File: src/rtl/bus_ram.sv
// bus_ram: single-port synchronous RAM behind a valid/ready request/response bus.
// One-cycle registered reads, write acknowledgements and response back-pressure.
// Out-of-range addresses (>= DEPTH) report rsp_err.
// Optional macro BUS_RAM_CLEAR_EN: after reset, sweep zeros into every word before accepting requests.
module bus_ram #(
  parameter int unsigned ADDR_W = 8,
  parameter int unsigned DATA_W = 8,
  parameter int unsigned DEPTH  = 2 ** ADDR_W
) (
  input  logic              clk,
  input  logic              rst,
  input  logic              req_valid,
  output logic              req_ready,
  input  logic              req_rwn,
  input  logic [ADDR_W-1:0] req_addr,
  input  logic [DATA_W-1:0] req_wdata,
  output logic              rsp_valid,
  input  logic              rsp_ready,
  output logic              rsp_rwn,
  output logic [DATA_W-1:0] rsp_rdata,
  output logic              rsp_err
);

  // Storage index width; DEPTH <= 2**ADDR_W guarantees IDX_W <= ADDR_W.
  localparam int unsigned IDX_W = (DEPTH > 1) ? $clog2(DEPTH) : 1;

  typedef enum logic {ST_INIT, ST_RUN} state_t;

`ifdef BUS_RAM_CLEAR_EN
  localparam state_t RST_STATE = ST_INIT;
`else
  localparam state_t RST_STATE = ST_RUN;
`endif

  state_t            state;
  logic [DATA_W-1:0] mem [DEPTH];

  logic              accept;
  logic              consume;
  logic              in_range;
  logic [IDX_W-1:0]  idx;

  logic              mem_we;
  logic [IDX_W-1:0]  mem_waddr;
  logic [DATA_W-1:0] mem_wdata;

`ifdef BUS_RAM_CLEAR_EN
  logic [IDX_W-1:0]  clr_cnt;
`endif

  // Unsigned compare one bit wider so DEPTH == 2**ADDR_W never overflows.
  assign in_range  = ({1'b0, req_addr} < (ADDR_W + 1)'(DEPTH));
  assign idx       = req_addr[IDX_W-1:0];
  assign req_ready = !rst && (state == ST_RUN) && (!rsp_valid || rsp_ready);
  assign accept    = req_valid && req_ready;
  assign consume   = rsp_valid && rsp_ready;

  // Single write port: the clear sweep owns it during INIT, bus writes otherwise.
  always_comb begin
    mem_we    = accept && !req_rwn && in_range;
    mem_waddr = idx;
    mem_wdata = req_wdata;
`ifdef BUS_RAM_CLEAR_EN
    if (!rst && state == ST_INIT) begin
      mem_we    = 1'b1;
      mem_waddr = clr_cnt;
      mem_wdata = '0;
    end
`endif
  end

  // Memory array write; contents are not reset.
  always_ff @(posedge clk) begin
    if (mem_we) begin
      mem[mem_waddr] <= mem_wdata;
    end
  end

  // State, clear counter and response register.
  always_ff @(posedge clk) begin
    if (rst) begin
      state     <= RST_STATE;
      rsp_valid <= 1'b0;
      rsp_rwn   <= 1'b0;
      rsp_rdata <= '0;
      rsp_err   <= 1'b0;
`ifdef BUS_RAM_CLEAR_EN
      clr_cnt   <= '0;
`endif
    end else begin
`ifdef BUS_RAM_CLEAR_EN
      if (state == ST_INIT) begin
        clr_cnt <= clr_cnt + IDX_W'(1);
        if (clr_cnt == IDX_W'(DEPTH - 1)) begin
          state <= ST_RUN;
        end
      end
`endif
      if (accept) begin
        rsp_valid <= 1'b1;
        rsp_rwn   <= req_rwn;
        rsp_err   <= !in_range;
        rsp_rdata <= (req_rwn && in_range) ? mem[idx] : '0;
      end else if (consume) begin
        rsp_valid <= 1'b0;
      end
    end
  end

endmodule

File: config.mk
export PLATFORM = sky130hd
export DESIGN_NAME = bus_ram
export DESIGN_NICKNAME = d
export VERILOG_FILES = /design/src/rtl/bus_ram.sv
export SDC_FILE = /design/constraint.sdc
export NUM_CORES = 2
export LEC_CHECK = 0
export CAP_MARGIN = 20
export CELL_PAD_IN_SITES_DETAIL_PLACEMENT = 1
export CELL_PAD_IN_SITES_GLOBAL_PLACEMENT = 2
export CORE_ASPECT_RATIO = 2
export CORE_MARGIN = 3
export CORE_UTILIZATION = 50
export DETAILED_ROUTE_END_ITERATION = 8
export PLACE_DENSITY = 0.75
export SYNTH_ARGS = -nofsm -noshare
export SYNTH_HDL_FRONTEND = slang
export SYNTH_SLANG_ARGS = --single-unit
File: constraint.sdc
create_clock -name clk -period 3.7 [get_ports clk]
set_clock_uncertainty 0.2 [all_clocks]
set_input_delay 0.74 -clock clk [delete_from_list [all_inputs] [get_ports clk]]
set_output_delay 0.74 -clock clk [all_outputs]
set_load 0.01 [all_outputs]
Word-level counts from Yosys, hierarchy flattened

Memories as Yosys holds them, arrays and structs flattened.
Index checks and enable logic that the tools add are counted.

Register bits: 10
Bits in writable memories: 2048
Bits of input ports: 21
Output and inout port bits: 12
Memories kept: 1

Mux-type cells: 5
Reductions and logical operators: 9

Memories:

| name | words | bits a word | read ports | clocked after Yosys merged registers in | write ports | line | source |
|---|---|---|---|---|---|---|---|
| mem  | 256   | 8           | 1          | 0                                       | 1           | 36   | `logic [DATA_W-1:0] mem [DEPTH];` |

Operators with widths:

| operator          | number |
|---|---|
| $mux 8            | 1 |
| $logic_and 1x1->1 | 4 |
| $mux 1            | 4 |
| $logic_not 1->1   | 3 |
| $reduce_bool 2->1 | 1 |
| $logic_or 1x1->1  | 1 |

Logic depth before layout (Yosys ltp)

Depth in word-level cells: 7
Gate-level depth with buffers: 12
Depth with buffers taken out: 7

Least setup slack after synthesis

Ideal clock, no wire load.

Path type: input port to flip-flop
From: input port req_addr[1]
To: memory mem[102][0], enable pin
Setup time: 0.370 ns
Arrival time: 2.701 ns
Required time: 3.130 ns
Setup slack: 0.429 ns
Stages on the path: 9
Path buffers: 6
Cell sequence: buf_2 > buf_4 > buf_2 > buf_4 > buf_2 > nor2b_1 > nand2_1 > clkbuf_1 > nor2_1

RTL lines:

| what            | line | source |
|---|---|---|
| start, declared | 15   | `input logic [ADDR_W-1:0] req_addr,` |
| end, declared   | 36   |  |

No word-level cell before the write port.

Final worst setup path

From: input port req_addr[2]
To: register rsp_rdata[1]

Cells in the longest elaborated chain, start to end: 2

Ends and longest elaborated chain:

| what                 | line | source |
|---|---|---|
| $mem_v2 256x8        | --   |  |
| $mux 8               | 103  | `rsp_rdata <= (req_rwn && in_range) ? mem[idx] : '0;` |
| end signal, assigned | 103  |  |
| end, declared        | 20   | `output logic [DATA_W-1:0] rsp_rdata,` |

Every way passes these cells.
A chain may end at the register's enable or synchronous reset.

==> impl_metrics.toml <==
[run_status]
status = "completed"

[worst_setup_path]
worst_setup_path_end_kind = "flop"
cp_max_fo = 17
rrSetupSlack_ns = 0.41
timing.rr.end = "rsp_rdata[1]"
start_kind = "primary input"
worstRegToRegCells = 9
crit_end = "rsp_rdata[1]"
crit_arrival_ns = 4.02
cp.required_ns = 4.24
critPathLaunch = "req_addr[2]"
r2r-start = "mem[31][1]"
path_class = "primary input to flop"

[layout]
syn_to_final_growth_pct = 16.3
nNetsFinal = 4481
multi_input_area_um2 = 17000
final_util_pct = 58.5
nFillCells = 13700
regArea_um2 = 61700
postLayoutCellArea_um2 = 93000
instances_no_fill = 6679
drive_above_1_share_pct = 30.5

[synth]
synth_area_leader_cell = "edfxtp_1"
netlist_top_cells_area = "edfxtp_1 (77%), mux4_2 (12%), mux2i_1 (2.0%)"
synth-seq-cells = 2058
synth_edf_count = 2048
synth_common_cells = "edfxtp_1 (2,048), mux4_2 (441), nor2_1 (281)"
synth_flop_cell = "edfxtp_1"
synth_top_area_share_pct = 76.9
syn_area_um2 = 79900
synthCells = 3866
synth_fp_nets = 3887
yosys_warnings = 0
synth.most_common_cell = "edfxtp_1"
ys_seq_area_share_pct = 77.2
syn_avg_cell_area_um2 = 20.7
async_flop_share_pct = 0
ys_types = 62

[floorplanning]
row_count = 207
die_w_um = 289
initial_utilization_pct = 50.3
io_pins = 33
fp.dieH_um = 571
coreArea_um2 = 159000
die_area_um2 = 165000

[pwr]
powerDensity_nw_per_um2 = 501
p_leak_nw = 30.3
vdd.ir_drop.worst_uv = 469

[worst_hold_path]
hp-class = "primary input to flop"
worstHoldStart = "req_wdata[4]"

[clock_network]
cts_root_buf = "clkbuf_16"
cts_sinks = 2058
insertion_delay_ns = 0.81
cts.path.max_buffers = 4
cts_resized = 0
cts_made_buffers = 174
ctsHoldBuffers = 0
post_cts_buffers = 0
cts_tree = "built"
clk_pin_slew_ns = 0.07
htreeDepth = 4

[route]
via_per_inst = 6.20
wl_per_cell_um = 33.6
num_vias = 41400
drc = 0
antenna_left = 0
drt_iter0_markers = 4005
drt-total-wl_um = 224000
first_pass_iters = 6

[global_routing]
grt_pass1_vias = 44700
grt_pass1_wl_um = 324000
grtUsageTotal_pct = 27.6
grt_overflow = 0
antenna_found_initial = 6
grt_max_degree = 112

[timing]
timing.fmax_mhz = 288
period_minus_slack_ns = 3.48
drv_slew = 0
finalSetupViolCount = 0
tightestPinTransition_ns = 1.10
grt_setup_unrepaired = "false"
slew_headroom_pct = 26.5
hold_viol_final = 0
period_share_pct = 94.0
holdWs_ns = 0.118

[flow_run]
max-cap-violations = 0

[place]
dp_hpwl_um = 152000
dp.cells = 6374
finalWeightedCongestion = 0.868
postPlaceCellArea_um2 = 87400
io_buffers = 31
[flip-flops by register name (all words and copies together), names as in the netlist]
signal     flops
rsp_valid      1
rsp_rwn        1
rsp_rdata      8
mem         2048
[layer usage]
metal | global-route usage, % | vias up | routed length (µm)
met2 | 50.9 | 1455 | 124000
li1 | - | 17200 | -
met3 | 3.03 | 480 | 10700
met1 | 31.7 | 22300 | 76500
met4 | 13.7 | 4 | 13100
met5 | 0 | - | 34
[stage by stage]
step	worst slack, ns	TNS (ns)	total power (W)
6_report	0.224	0	0.0466
5_1_grt	0.176	0	0.0479
4_1_cts	0.275	0	0.0469
3_5_place_dp	-0.530	-3.06	0.0287
3_3_place_gp	-0.545	-3.24	0.0286
2_1_floorplan	0.429	0	0.0273
[layout by cell type, fill, tap and decap left out, types with 20 or more instances in the layout]
| master | synthesis | layout |
|---|---|---|
| a21oi_1 | 63 | 63 |
| a22oi_1 | 120 | 120 |
| buf_12 | 2 | 75 |
| buf_4 | 16 | 550 |
| bufinv_16 | 0 | 20 |
| clkbuf_1 | 106 | 25 |
| clkbuf_16 | 0 | 176 |
| clkinv_1 | 0 | 29 |
| clkinv_2 | 0 | 21 |
| edfxtp_1 | 2048 | 2048 |
| mux2_2 | 45 | 45 |
| mux2i_1 | 160 | 160 |
| mux4_2 | 441 | 441 |
| nand2_1 | 89 | 86 |
| nand3_1 | 79 | 75 |
| nand4_1 | 23 | 23 |
| nor2_1 | 281 | 279 |
| o21ai_0 | 65 | 65 |
[cell families (layout without fill, tap and decap cells)]
kind of cell | Yosys count | count (layout) | share of synthesized area, %
AND/OR/NAND/NOR | 548 | 548 | 3.07
buffers and inverters | 247 | 966 | 1.59
other | 1 | 5 | 0.00469
flip-flops | 2058 | 2058 | 77.2
multiplexers | 646 | 646 | 15.1
AO/OA/AOI/OAI | 366 | 366 | 3.10
[power breakdown]
part           switching (W)  internal [W]  leakage [nW]
Combinational        0.00154      0.000951          9.06
Clock                0.00816        0.0103          2.73
Sequential         0.0000149        0.0256          18.5
Total                0.00971        0.0369          30.3
[how the worst min path moves through the flow]
stage	slack, ns	depth (start not counted)	endpoint
2_1_floorplan	0.27	2	rsp_rwn
3_3_place_gp	0.25	2	rsp_rwn
3_5_place_dp	0.26	2	rsp_rwn
4_1_cts	0.1	1	mem[147][4]
5_1_grt	0.13	1	mem[147][4]
6_report	0.12	1	mem[147][4]
[critical path, cell delays in order]
cell and delay [ns]:
buf_2 0.40, nor2b_4 0.56, and2_1 0.33, buf_4 0.24
nand2_1 0.07, nand4_1 0.27, buf_4 0.17, and4bb_1 0.21
a31oi_1 0.68, buf_4 0.22, a211o_1 0.09
[layout make-up]
| class | instances | share of cell area, % |
|---|---|---|
| clock inverters | 90 | 1.06 |
| multi-input cells | 1561 | 18.3 |
| inverters | 9 | 0.0363 |
| repair buffers | 656 | 6.43 |
| clock buffers | 211 | 4.98 |
| flip-flops and latches | 2058 | 66.3 |
| well taps | 2090 | 2.81 |
| diodes | 4 | 0.0108 |
(Power assumes the default switching activity.)
